### src/rtl/cargador_programa.sv
// Boot loader: packs a byte stream into 32-bit big-endian words and writes them to instruction memory from address 0.
// mem_we pulses the cycle after the 4th byte of a word is accepted. byte_ready drops in WRITE/DONE/ERROR, so the source holds its byte.
module cargador_programa #(
  parameter int ADDR_W = 6,
  parameter int DEPTH  = 64
) (
  input  logic              clk,
  input  logic              reset,
  input  logic [7:0]        byte_in,
  input  logic              byte_valid,
  output logic              byte_ready,
  output logic              mem_we,
  output logic [ADDR_W-1:0] mem_addr,
  output logic [31:0]       mem_data,
  output logic              core_reset_n,
  output logic              done,
  output logic              error,
  output logic [ADDR_W:0]   words_loaded
);

  typedef enum logic [2:0] {
    HEADER,
    LOAD,
    WRITE,
    DONE,
    ERROR
  } state_t;

  localparam logic [8:0]      DEPTH_LIM = 9'(DEPTH);
  localparam logic [ADDR_W:0] ONE       = (ADDR_W+1)'(1);

  state_t              state;
  logic [ADDR_W:0]     n_words;
  logic [1:0]          byte_cnt;
  logic [23:0]         asm_hi;
  logic [ADDR_W-1:0]   word_addr;
  logic                xfer;
  logic                hdr_ok;
  logic                last_word;

  assign xfer      = byte_valid & byte_ready;
  assign hdr_ok    = (byte_in != 8'd0) && ({1'b0, byte_in} <= DEPTH_LIM);
  assign last_word = ((words_loaded + ONE) == n_words);

  // mem_addr latches the target address when the word completes, so the
  // internal word_addr may step past the last slot without mem_addr wrapping.
  always_ff @(posedge clk or negedge reset) begin
    if (!reset) begin
      state        <= HEADER;
      n_words      <= '0;
      byte_cnt     <= 2'd0;
      asm_hi       <= 24'd0;
      word_addr    <= '0;
      mem_addr     <= '0;
      mem_data     <= 32'd0;
      words_loaded <= '0;
    end else begin
      case (state)
        HEADER: begin
          if (xfer) begin
            if (hdr_ok) begin
              n_words      <= (ADDR_W+1)'(byte_in);
              byte_cnt     <= 2'd0;
              word_addr    <= '0;
              words_loaded <= '0;
              state        <= LOAD;
            end else begin
              state <= ERROR;
            end
          end
        end
        LOAD: begin
          if (xfer) begin
            byte_cnt <= byte_cnt + 2'd1;
            asm_hi   <= {asm_hi[15:0], byte_in};
            if (byte_cnt == 2'd3) begin
              mem_data <= {asm_hi, byte_in};
              mem_addr <= word_addr;
              state    <= WRITE;
            end
          end
        end
        WRITE: begin
          word_addr    <= word_addr + 1'b1;
          words_loaded <= words_loaded + ONE;
          state        <= last_word ? DONE : LOAD;
        end
        DONE:    state <= DONE;
        ERROR:   state <= ERROR;
        default: state <= HEADER;
      endcase
    end
  end

  assign byte_ready   = (state == HEADER) || (state == LOAD);
  assign mem_we       = (state == WRITE);
  assign done         = (state == DONE);
  assign error        = (state == ERROR);
  assign core_reset_n = (state == DONE);

endmodule

### config.mk
export PLATFORM = sky130hd
export DESIGN_NAME = cargador_programa
export DESIGN_NICKNAME = d
export VERILOG_FILES = /design/src/rtl/cargador_programa.sv
export SDC_FILE = /design/constraint.sdc
export NUM_CORES = 1
export LEC_CHECK = 0
export CAP_MARGIN = 20
export CORE_ASPECT_RATIO = 0.75
export CORE_MARGIN = 2
export CORE_UTILIZATION = 55
export CTS_BUF_LIST = sky130_fd_sc_hd__clkbuf_16
export DETAILED_ROUTE_END_ITERATION = 10
export PLACE_DENSITY = 0.91
export SLEW_MARGIN = 20
export SYNTH_ARGS = -nofsm -noshare
export SYNTH_HDL_FRONTEND = slang
export SYNTH_SLANG_ARGS = --single-unit
### constraint.sdc
create_clock -name clk -period 5.1 [get_ports clk]
set_input_delay 1.02 -clock clk [delete_from_list [all_inputs] [get_ports clk]]
set_output_delay 1.02 -clock clk [all_outputs]
set_load 0.1 [all_outputs]
# Yosys cells after proc, flatten, opt, wreduce, memory -nomap -nowiden
# Cells that the tools add are included.
[word_totals] in_bits=11 wordCells=51 ramBits=0 memories=0 rom_bits=0 latchBits=0 ff_bits=87 out_inout_bits=50
[classes] div_mod_pow=0 eq_ne=10 n_bitwise=1 mux=16 n_shift=0 addsub=3 n_mul=0 magnitude_cmp=1 n_reduce_logical=12
[op_table] op="3-bit case mux with 5 select lines" n=1
[op_table] op="7-bit two-way mux" n=2
[op_table] op="7-bit case mux with 2 select lines" n=1
[op_table] op="3-bit two-way mux" n=4
[op_table] op="6-bit two-way mux" n=2
[op_table] op="6-bit case mux with 2 select lines" n=1
[op_table] op="3-bit AND reduction" n=4
[op_table] op="8-bit by 7-bit less-or-equal comparator with 1-bit output, second input constant" n=1
[op_table] op="2-bit two-way mux" n=4
[op_table] op="2-bit != test, second input constant" n=4
[op_table] op="8-bit nonzero test" n=1
[op_table] op="7-bit by 1-bit adder with 7-bit output, second input constant" n=1
[op_table] op="7-bit == test" n=1
[op_table] op="6-bit by 1-bit adder with 6-bit output, second input constant" n=1
[op_table] op="3-bit by 2-bit == test with 1-bit output, second input constant" n=2
[op_table] op="2-bit case mux with 2 select lines" n=1
[op_table] op="4-bit AND reduction" n=1
[op_table] op="2-bit nonzero test" n=2
[op_table] op="3-bit by 1-bit == test with 1-bit output, second input constant" n=1
[op_table] op="3-bit == test, second input constant" n=1
[op_table] op="3-bit logical NOT" n=1
[op_table] op="2-bit by 1-bit adder with 2-bit output, second input constant" n=1
[op_table] op="2-bit == test, second input constant" n=1
[op_table] op="2-bit AND reduction" n=1
[op_table] op="other kinds (3)" n=3

# Logic depth before layout (Yosys ltp)
# Gate-level depths: netlist of run 1.
[logic_depth] ltp_word=5 depth_mapped=9

# Least setup slack after synthesis of run 1
# OpenSTA, ideal clock, no wires.
[synth_timing] kind="register to output" from="register state[1]" to="output port error" path_stages_with_launch=3 t_required_ns=4.080 n_path_buf=1 path_slack_ns=1.224 t_arrival_ns=2.856 cell_sequence="dfrtp_1 clkbuf_1 nor3b_1"
[synth_via] elab_chain_len=1
[synth_lines] element="start, declared" line_no="32" source="state_t state;"
[synth_lines] element="start signal, assigned" line_no="86" source="state <= last_word ? DONE : LOAD;"
[synth_lines] element="3-bit == test" line_no="98" source="assign error = (state == ERROR);"
[synth_lines] element="end, declared" line_no="17" source="output logic error,"
# No other way between the ends.

# Worst setup path in the final report of run 1
[layout_timing] from="register state[1]" to="output port mem_we"
[layout_via] elab_chain_len=1
[layout_lines] element="3-bit by 2-bit == test with 1-bit output" line_no="96" source="assign mem_we = (state == WRITE);"
[layout_lines] element="end, declared" line_no="12" source="output logic mem_we,"
# No other way between the ends.

==> results by group, run 1 <==
Clocking
  – Clock Pin Slew Worst Setup and Hold Paths: 60 ps
  – Root Buffer: clkbuf_16
  – Longest Clk Path Bufs: 2
  – Num CTS Buffers: 9
  – Later-pin clock latency in the skew report: 330 ps
  – Clock Sink Count: 87
  – Post-CTS sizing: 0
  – # hold bufs at CTS: 0
  – CTS tree: yes
  – H-tree Lvls: 3
  – Setup bufs post-CTS: 0

Critical path
  – Critical Path Stages: 3
  – Path depth of the worst reg2reg path: 5
  – CP Buf/Inv Count: 2
  – Reg2reg start: state[1]$_DFFE_PN0P_
  – Crit path to: mem_we
  – R2r setup slk: 2960 ps
  – CP peak stage delay: 1180 ps
  – CP Capture Type: primary output
  – CP Max Fanout: 14
  – Critical path's slowest cell: clkdlybuf4s50_1
  – Reg2Reg Capture Point: mem_data[4]$_DFFE_PN0P_
  – Arr. time, crit path: 2760 ps
  – CP startpoint: state[1]$_DFFE_PN0P_
  – Critical path startpoint category: register
  – Crit-path cells: nand2_1 > inv_1 > clkdlybuf4s50_1
  – Top delay family on crit path: buffers and inverters
  – Critical Path RT: 4080 ps
  – Critical path class: register to primary output

GRT
  – Remaining Overflow, GRT: 0
  – Met3 usage: 7.25%
  – All-Layer GR Usage: 21.7%
  – M1 GR Usage: 30.0%
  – Largest net degree at the start of global routing: 88
  – Busiest layer in global routing: met2
  – Vias in the first global route: 2385
  – Initial antenna violation count: 0
  – First-pass GRT wire length: 12400 um
  – M2 GR Usage: 33.8%

Logic synthesis
  – Area leader, netlist: dfrtp_1
  – Area share of the largest cell type after synthesis: 58.1%
  – Yosys warns: 0
  – Syn avg cell area: 13.7 sq um
  – Synthesized flop and latch total: 87
  – Distinct cells, synth: 46
  – XOR/XNOR share of the synthesized area: 2.34%
  – Largest family of logic cells by synthesized area: multiplexers
  – Sequential area share after synthesis: 58.1%
  – FFs w/ async S/R, synth: 100%
  – Post-synthesis mux area share: 20.7%
  – Mapped Area: 0.00375 sq mm
  – Synth Net Count: 287
  – Synth top cells by count: dfrtp_1 (87), mux2_2 (69), nand2_1 (15)
  – EDFF count, synth: 0
  – Synthesized instance count: 273
  – Top area cells in the synthesized netlist: dfrtp_1 (58%), mux2_2 (21%), nand2_1 (1.5%)
  – Post-Synth Simple-Gate Area: 8.25%
  – Most numerous cell in the Yosys netlist: dfrtp_1
  – Post-synthesis compound-gate area fraction: 7.21%
  – Adder-cell share of the synthesized area: 1.00%
  – Dominant synthesized flop cell: dfrtp_1

Floorplanning
  – Die height: 75.5 um
  – FP Rows: 26
  – Core area: 0.00670 sq mm
  – Initial Util: 55.9%
  – Die area: 0.00750 sq mm
  – Die width: 99.3 um
  – I/O pin cnt: 61

STA
  – Max-slew violations: 0
  – Actual slew at the worst max-slew pin: 1030 ps
  – RSZ-0062 raised after global routing: no
  – Crit share post-route: 74.1%
  – Final setup vio count: 0
  – Skew final: 6.62 ps
  – Final Critical Period: 3780 ps
  – Final Hold Vio Count: 0
  – Highest clock rate: 265 MHz
  – Slew margin rel.: 31.1%
  – Sum Neg Setup Slack: 0 ps

Power
  – Internal power: 1.21 mW
  – Psw: 0.528 mW
  – Power per Cell Area: 370 mW/mm^2
  – Switching share of power: 30.5%
  – Flop pwr share: 45.8%
  – VDD IR max: 214 uV
  – Pleak: 2.17 nW
  – Clock share of power: 36.5%
  – Combinational share of power: 17.7%

Routing
  – TritonRoute pass-1 iters: 4
  – Vias: 2412
  – Antenna viol nets, final: 0
  – Vias per cell: 5.72
  – DR iter-0 viols: 104
  – Residual DRC: 0
  – Post-detailed-route wirelength per cell: 17.8 um
  – WL final: 7520 um

Cells and area
  – Util after Layout: 69.9%
  – Share of cells above drive strength 1: 28.1%
  – Area Growth Syn to Fin: 24.9%
  – Fin nets: 347
  – Post-route cell area: 0.00468 sq mm
  – Antenna Cells: 0

Min path
  – Hold Path Class: register to register
  – WHS Path Cells: 2

Run status
  – Status: completed

Place
  – Number of I/O port buffers: 60
  – HPWL after DPL: 4940 um
  – Placed cell areas: 0.00439 sq mm
  – GPL Wtd Cong: 0.912

Run
  – Max Cap Viol: 0
worst reg2reg max path, cell delays in order, from the launching register on:
cell and delay [ps]:
dfrtp_1 640, nor3b_1 140, and2_1 200, nand2_1 180
buf_4 440, mux2_2 430
kinds of logic after synthesis:
logic type,count (synthesis)
flip-flops,87
multiplexers,69
AND/OR/NAND/NOR,52
AO/OA/AOI/OAI,36
buffers and inverters,16
XOR/XNOR,10
adder cells (fa/ha/maj),3
state kept, by name, indices dropped and copies added, names as in the netlist:
name	cells
asm_hi	24
byte_cnt	2
mem_addr	6
mem_data	32
n_words	7
state	3
word_addr	6
words_loaded	7
layout by cell type, fill, tap and decap left out, drive strengths merged, types with 2 or more instances in the layout:
master,instances
clkinvlp,2
or4,3
a21boi,3
clkbuf,9
o21ai,12
and4b,2
o211ai,2
ha,3
buf,3
nand3,5
a21oi,6
o31ai,5
nor3b,2
nand2,15
inv,4
nor2,6
dfrtp,87
xor2,6
a22o,3
and2,4
or3,3
nand4,2
clkinv,3
nand2b,2
xnor2,4
mux2,69
clkdlybuf4s50,59
per-layer routing:
layer  vias up  routed length [um]
met1      1203                3300
met4         0                  82
li1       1109                   -
met2        91                3590
met5         -                   0
met3         9                 545
metrics by stage:
stage	hold WS, ps	total power [mW]	setup slack (ps)	std cells
4_1_cts	505	1.74	1350	422
3_5_place_dp	491	1.11	1690	406
3_3_place_gp	470	1.10	1740	406
5_1_grt	513	1.79	1230	422
2_1_floorplan	470	1.01	1220	273
6_report	494	1.73	1320	422
power by group through the flow:
stage	Combinational [mW]	Clock [mW]	Sequential (mW)
6_report	0.307	0.632	0.794
5_1_grt	0.325	0.667	0.802
4_1_cts	0.308	0.643	0.793
3_5_place_dp	0.304	0	0.804
3_3_place_gp	0.297	0	0.802
2_1_floorplan	0.0940	0	0.918
worst min-delay path by stage:
stage,from,endpoint,slack [ps]
5_1_grt,mem_data[27]$_DFFE_PN0P_,mem_data[27]$_DFFE_PN0P_,510
3_5_place_dp,mem_data[7]$_DFFE_PN0P_,mem_data[7]$_DFFE_PN0P_,490
3_3_place_gp,mem_data[7]$_DFFE_PN0P_,mem_data[7]$_DFFE_PN0P_,470
4_1_cts,mem_data[7]$_DFFE_PN0P_,mem_data[7]$_DFFE_PN0P_,500
2_1_floorplan,byte_cnt[1]$_DFFE_PN0P_,byte_cnt[1]$_DFFE_PN0P_,470
6_report,mem_data[7]$_DFFE_PN0P_,mem_data[7]$_DFFE_PN0P_,490
layout make-up:
cell class | instances | area [sq um]
clock buffers | 9 | 225
clock inverters | 7 | 65.1
fillers | 453 | 2020
well taps | 84 | 105
repair buffers | 62 | 617
multi-input cells | 170 | 1480
flip-flops and latches | 87 | 2180
inverters | 3 | 11.3
No activity file was read; power rests on OpenSTA's default activity.
==> run 2: changes to the inputs <==
--- a/config.mk
+++ b/config.mk
@@ -8,10 +8,10 @@
 export CAP_MARGIN = 20
 export CORE_ASPECT_RATIO = 0.75
 export CORE_MARGIN = 2
-export CORE_UTILIZATION = 55
+export CORE_UTILIZATION = 53
 export CTS_BUF_LIST = sky130_fd_sc_hd__clkbuf_16
 export DETAILED_ROUTE_END_ITERATION = 10
-export PLACE_DENSITY = 0.91
+export PLACE_DENSITY = 0.88
 export SLEW_MARGIN = 20
 export SYNTH_ARGS = -nofsm -noshare
 export SYNTH_HDL_FRONTEND = slang
==> constraint.sdc (replaced) <==
create_clock -name clk -period 3.9 [get_ports clk]
set_input_delay 0.78 -clock clk [delete_from_list [all_inputs] [get_ports clk]]
set_output_delay 0.78 -clock clk [all_outputs]
set_load 0.1 [all_outputs]
==> results by group, run 2 (synthesis gave the netlist of run 1 again) <==
Run status
  – Status: completed (unchanged)

Cells and area
  – Biggest register: mem_data (unchanged)
  – Most frequent cells in the layout: dfrtp_1 (87), mux2_2 (69), clkdlybuf4s50_1 (55) (was dfrtp_1 (87), mux2_2 (69), clkdlybuf4s50_1 (59))
  – Biggest regs: mem_data (32), asm_hi (24) (unchanged)
  – Filler cells: 499 (was 453)
  – Number of flip-flops in the largest register: 32 (unchanged)
  – Non-Filler Instances: 421 (was 422)
  – Antenna Cells: 0 (unchanged)
  – Commonest non-fill, non-tap cell in the layout: dfrtp_1 (unchanged)
  – Share of cells above drive strength 1: 29.7% (was 28.1%)
  – Area Growth Syn to Fin: 24.5% (was 24.9%)
  – Fin nets: 348 (was 347)

Critical path
  – Critical Path RT: 3120 ps (was 4080 ps)
  – Arr. time, crit path: 2120 ps (was 2760 ps)
  – CP peak stage delay: 1140 ps (was 1180 ps)
  – Reg2reg start: state[0]$_DFFE_PN0P_ (was state[1]$_DFFE_PN0P_)
  – CP Capture Type: primary output (unchanged)
  – Path depth of the worst reg2reg path: 6 (was 5)
  – Critical path startpoint category: register (unchanged)
  – Crit-path cells: nor2_1 > clkdlybuf4s50_1 (was nand2_1 > inv_1 > clkdlybuf4s50_1)
  – Critical path class: register to primary output (unchanged)
  – Reg2Reg Capture Point: words_loaded[5]$_DFFE_PN0P_ (was mem_data[4]$_DFFE_PN0P_)
  – Critical path's slowest cell: clkdlybuf4s50_1 (unchanged)
  – CP Max Fanout: 8 (was 14)
  – CP Buf/Inv Count: 1 (was 2)
  – Top delay family on crit path: buffers and inverters (unchanged)
  – R2r setup slk: 1840 ps (was 2960 ps)

Floorplanning
  – Die width: 101 um (was 99.3 um)
  – Core area: 0.00683 sq mm (was 0.00670 sq mm)
  – Die area: 0.00777 sq mm (was 0.00750 sq mm)
  – Initial Util: 54.9% (was 55.9%)
  – FP Rows: 26 (unchanged)
  – I/O pin cnt: 61 (unchanged)
  – Die height: 76.8 um (was 75.5 um)

Power
  – Pleak: 2.18 nW (was 2.17 nW)
  – Power per Cell Area: 480 mW/mm^2 (was 370 mW/mm^2)
  – Overall power: 2.24 mW (was 1.73 mW)
  – VDD IR max: 425 uV (was 214 uV)

GRT
  – First-pass GRT wire length: 12100 um (was 12400 um)
  – Remaining Overflow, GRT: 0 (unchanged)
  – Initial antenna violation count: 0 (unchanged)
  – All-Layer GR Usage: 19.9% (was 21.7%)
  – Vias in the first global route: 2446 (was 2385)
  – Largest net degree at the start of global routing: 88 (unchanged)

Place
  – Number of I/O port buffers: 60 (unchanged)
  – GPL Wtd Cong: 0.825 (was 0.912)
  – HPWL after DPL: 4910 um (was 4940 um)
  – # placed instances: 407 (was 406)

STA
  – Actual slew at the worst max-slew pin: 1010 ps (was 1030 ps)
  – Skew final: 4.50 ps (was 6.62 ps)
  – Slew margin rel.: 32.3% (was 31.1%)
  – Final setup vio count: 0 (unchanged)
  – RSZ-0062 raised after global routing: no (unchanged)
  – Crit share post-route: 74.2%
  – Sum Neg Setup Slack: 0 ps (unchanged)
  – Highest clock rate: 345 MHz
  – Final Critical Period: 2900 ps
  – Max-slew violations: 0 (unchanged)
  – Final Hold Vio Count: 0 (unchanged)

Clocking
  – Root Buffer: clkbuf_16 (unchanged)
  – # hold bufs at CTS: 0 (unchanged)
  – H-tree Lvls: 3 (unchanged)
  – Clock Sink Count: 87 (unchanged)
  – Setup bufs post-CTS: 0 (unchanged)
  – Post-CTS sizing: 0 (unchanged)
  – CTS tree: yes (unchanged)
  – Num CTS Buffers: 9 (unchanged)
  – Later-pin clock latency in the skew report: 340 ps (was 330 ps)
  – Longest Clk Path Bufs: 2 (unchanged)
  – Clock Pin Slew Worst Setup and Hold Paths: 60 ps (about the same)

Routing
  – Post-detailed-route wirelength per cell: 17.0 um (was 17.8 um)
  – TritonRoute pass-1 iters: 4 (unchanged)
  – DR iter-0 viols: 134 (was 104)
  – Routed wl met2: 3310 um (was 3590 um)
  – Met3 routed WL: 449 um (was 545 um)
  – Antenna viol nets, final: 0 (unchanged)
  – Residual DRC: 0 (unchanged)
  – Vias per cell: 5.62 (was 5.72)
  – Uppermost layer routed: met4 (unchanged)
  – WL final: 7140 um (was 7520 um)
  – Vias: 2367 (was 2412)
  – Met1 wire length: 3280 um (was 3300 um)

Min path
  – Hold Path Class: primary input to asynchronous set/reset pin (was register to register)

Run
  – Max Cap Viol: 0 (unchanged)
==> run 2: metrics by stage <==
step	instance area (sq um)	utilization [%]	setup slack, ps	hold slack, ps
2_1_floorplan	3750	-	264	470
3_3_place_gp	4390	64.2	812	469
3_5_place_dp	4390	64.2	742	482
4_1_cts	4660	68.2	1010	494
5_1_grt	4670	68.3	922	516
6_report	4670	68.3	1000	490
==> run 2: worst max-delay path by stage <==
stage | slack (ps) | depth (start not counted) | start | endpoint
final | 1000 | 2 | state[2]$_DFFE_PN0P_ | byte_ready
after global routing | 920 | 2 | state[2]$_DFFE_PN0P_ | byte_ready
after CTS | 1010 | 2 | state[2]$_DFFE_PN0P_ | byte_ready
after detailed placement | 740 | 5 | byte_in[1] | n_words[6]$_DFFE_PN0P_
after global placement | 810 | 5 | byte_in[1] | n_words[1]$_DFFE_PN0P_
after floorplan | 260 | 2 | state[1]$_DFFE_PN0P_ | error
==> run 2: where the power goes <==
group / switching (mW) / total, mW / internal (mW)
Clock: 0.328 / 0.812 / 0.484
Combinational: 0.269 / 0.393 / 0.123
Sequential: 0.0706 / 1.03 / 0.962
Total: 0.668 / 2.24 / 1.57
==> run 2: routing by layer <==
metal  track usage [%]  vias to the layer above
li1                  -                     1105
met1              27.7                     1177
met2              29.9                       74
met3              6.02                       11
met4              6.49                        0
met5                 0                        -
==> run 2: final cells by class <==
cell class	instances	area [sq um]	share of cell area (%)
tap	84	105	2.25
clock inverter	5	51.3	1.10
timing repair buffer	63	614	13.2
multi-input combinational	170	1480	31.8
clock buffer	9	225	4.83
inverter	3	11.3	0.241
sequential	87	2180	46.7
==> run 3: changes to the inputs <==
--- a/config.mk
+++ b/config.mk
@@ -8,10 +8,10 @@
 export CAP_MARGIN = 20
 export CORE_ASPECT_RATIO = 0.75
 export CORE_MARGIN = 2
-export CORE_UTILIZATION = 53
+export CORE_UTILIZATION = 48
 export CTS_BUF_LIST = sky130_fd_sc_hd__clkbuf_16
 export DETAILED_ROUTE_END_ITERATION = 10
-export PLACE_DENSITY = 0.88
+export PLACE_DENSITY = 0.85
 export SLEW_MARGIN = 20
 export SYNTH_ARGS = -nofsm -noshare
 export SYNTH_HDL_FRONTEND = slang
==> constraint.sdc (replaced) <==
create_clock -name clk -period 2.4 [get_ports clk]
set_input_delay 0.48 -clock clk [delete_from_list [all_inputs] [get_ports clk]]
set_output_delay 0.48 -clock clk [all_outputs]
set_load 0.1 [all_outputs]
==> results by group, run 3 (synthesis gave the netlist of run 1 again) <==
Clocking
  – # hold bufs at CTS: 0 (unchanged)
  – Setup bufs post-CTS: 0 (unchanged)
  – Num CTS Buffers: 9 (unchanged)
  – Clock Pin Slew Worst Setup and Hold Paths: 60 ps (about the same)
  – Later-pin clock latency in the skew report: 340 ps (about the same)
  – H-tree Lvls: 3 (unchanged)
  – Clock Sink Count: 87 (unchanged)
  – Longest Clk Path Bufs: 2 (unchanged)
  – CTS tree: yes (unchanged)
  – Root Buffer: clkbuf_16 (unchanged)

Power
  – Flop pwr share: 46.3% (was 46.2%)
  – Psw: 1.15 mW (was 0.668 mW)
  – Pleak: 2.37 nW (was 2.18 nW)
  – VDD IR max: 542 uV (was 425 uV)
  – Switching share of power: 31.7% (was 29.8%)
  – Clock share of power: 35.9% (was 36.3%)
  – Power per Cell Area: 756 mW/mm^2 (was 480 mW/mm^2)
  – Internal power: 2.48 mW (was 1.57 mW)
  – Overall power: 3.63 mW (was 2.24 mW)
  – Combinational share of power: 17.7% (was 17.5%)

Floorplanning
  – FP Rows: 27 (was 26)
  – Die area: 0.00854 sq mm (was 0.00777 sq mm)
  – Initial Util: 50.2% (was 54.9%)
  – I/O pin cnt: 61 (unchanged)
  – Die height: 80.5 um (was 76.8 um)
  – Core area: 0.00747 sq mm (was 0.00683 sq mm)
  – Die width: 106 um (was 101 um)

STA
  – Max-slew violations: 0 (unchanged)
  – Slew margin rel.: 69.2% (was 32.3%)
  – Highest clock rate: 439 MHz
  – Crit share post-route: 95.0%
  – Final Critical Period: 2280 ps
  – Actual slew at the worst max-slew pin: 463 ps (was 1010 ps)
  – Final Hold Vio Count: 0 (unchanged)
  – RSZ-0062 raised after global routing: no (unchanged)
  – Skew final: 6.33 ps (was 4.50 ps)
  – Final setup vio count: 0 (unchanged)

Critical path
  – CP Capture Type: register (was primary output)
  – Arr. time, crit path: 2540 ps (was 2120 ps)
  – CP Max Fanout: 6 (was 8)
  – Critical path class: primary input to register (was register to primary output)
  – Critical Path RT: 2660 ps (was 3120 ps)
  – Critical path startpoint category: primary input (was register)

GRT
  – All-Layer GR Usage: 19.1% (was 19.9%)
  – Initial antenna violation count: 0 (unchanged)
  – Largest net degree at the start of global routing: 54 (was 88)
  – Vias in the first global route: 2456 (was 2446)
  – First-pass GRT wire length: 12500 um (was 12100 um)
  – Remaining Overflow, GRT: 0 (unchanged)

Place
  – Number of I/O port buffers: 60 (unchanged)
  – # placed instances: 441 (was 407)
  – GPL Wtd Cong: 0.843 (was 0.825)
  – HPWL after DPL: 5430 um (was 4910 um)
  – Placed cell areas: 0.00452 sq mm (was 0.00439 sq mm)

Routing
  – WL final: 7570 um (was 7140 um)
  – Post-detailed-route wirelength per cell: 16.6 um (was 17.0 um)
  – Residual DRC: 0 (unchanged)
  – Antenna viol nets, final: 0 (unchanged)
  – Vias per cell: 5.36 (was 5.62)
  – TritonRoute pass-1 iters: 4 (unchanged)
  – DR iter-0 viols: 89 (was 134)
  – Vias: 2450 (was 2367)

Cells and area
  – Commonest non-fill, non-tap cell in the layout: dfrtp_1 (unchanged)
  – Biggest regs: mem_data (32), asm_hi (24) (unchanged)
  – Fin nets: 365 (was 348)
  – Number of flip-flops in the largest register: 32 (unchanged)
  – Share of cells above drive strength 1: 47.8% (was 29.7%)
  – Most frequent cells in the layout: dfrtp_1 (87), mux2_2 (69), buf_4 (64) (was dfrtp_1 (87), mux2_2 (69), clkdlybuf4s50_1 (55))
  – Biggest register: mem_data (unchanged)
  – Filler cells: 565 (was 499)
  – Non-Filler Instances: 457 (was 421)
  – Antenna Cells: 0 (unchanged)
  – Post-route cell area: 0.00480 sq mm (was 0.00467 sq mm)
  – Area Growth Syn to Fin: 28.0% (was 24.5%)

Run status
  – Status: completed (unchanged)

Min path
  – Hold Path Class: primary input to asynchronous set/reset pin (unchanged)

Run
  – Max Cap Viol: 0 (unchanged)
## run 3: cell types whose count changed in the layout (fill, tap and decap cells not counted), moves of 2 or more
| cell | before | now |
|---|---|---|
| buf_12 | 0 | 7 |
| buf_4 | 7 | 64 |
| clkdlybuf4s50_1 | 55 | 9 |
| clkinv_4 | 0 | 2 |
## run 3: what timing repair did
action	in CTS	in global routing
resized for setup	0	1
endpoints found under the hold margin	0	0
setup endpoints to repair	0	1
## run 3: final timing paths
| check | from | end | slack [ps] | depth (start not counted) |
|---|---|---|---|---|
| max | byte_in[1] | word_addr[3]$_DFFE_PN0P_ | 120 | 6 |
| min | reset | mem_addr[3]$_DFFE_PN0P_ | 90 | 1 |
| max reg2reg | state[0]$_DFFE_PN0P_ | word_addr[5]$_DFFE_PN0P_ | 480 | 5 |
| min reg2reg | mem_data[7]$_DFFE_PN0P_ | mem_data[7]$_DFFE_PN0P_ | 500 | 2 |
| max in group asynchronous | reset | n_words[0]$_DFFE_PN0P_ | 1690 | 2 |
| min in group clk | mem_data[7]$_DFFE_PN0P_ | mem_data[7]$_DFFE_PN0P_ | 500 | 2 |
## run 3: area by class of cell
type	count	area [sq um]	share of cell area, %
clock inverters	7	57.6	1.20
multi-input cells	170	1490	31.1
clock buffers	9	225	4.69
flip-flops and latches	87	2180	45.4
repair buffers	80	711	14.8
well taps	101	126	2.63
inverters	3	11.3	0.235
## run 3: power by group through the flow
stage	clock network, mW	registers, mW	logic [mW]
after floorplan	0	1.95	0.200
after global placement	0	1.70	0.626
after detailed placement	0	1.71	0.644
after CTS	1.32	1.68	0.648
after global routing	1.40	1.70	0.683
final	1.30	1.68	0.643
## run 3: routing by layer
layer / global-route usage (%) / share of wire (%) / up-vias
li1: - / - / 1143
met1: 25.9 / 46 / 1228
met2: 30.4 / 47 / 70
met3: 6.09 / 6.4 / 9
met4: 4.47 / 0.89 / 0
met5: 0 / 0 / -
## run 3: critical path: stages
cell and delay, ps:
clkdlybuf4s50_1 450, or4_4 590, o21ai_4 170, a31oi_4 130, or4_1 530, a21boi_1 180
## run 3: metrics by stage
stage          setup slack [ps]  util (%)  hold slack, ps  setup TNS [ps]
2_1_floorplan              11.1         -             184               0
3_3_place_gp               -169      60.5             457           -2050
3_5_place_dp               -211      60.5             465           -2740
4_1_cts                    55.6      64.3             104               0
5_1_grt                    65.5      64.3             118               0
6_report                    121      64.3            87.4               0
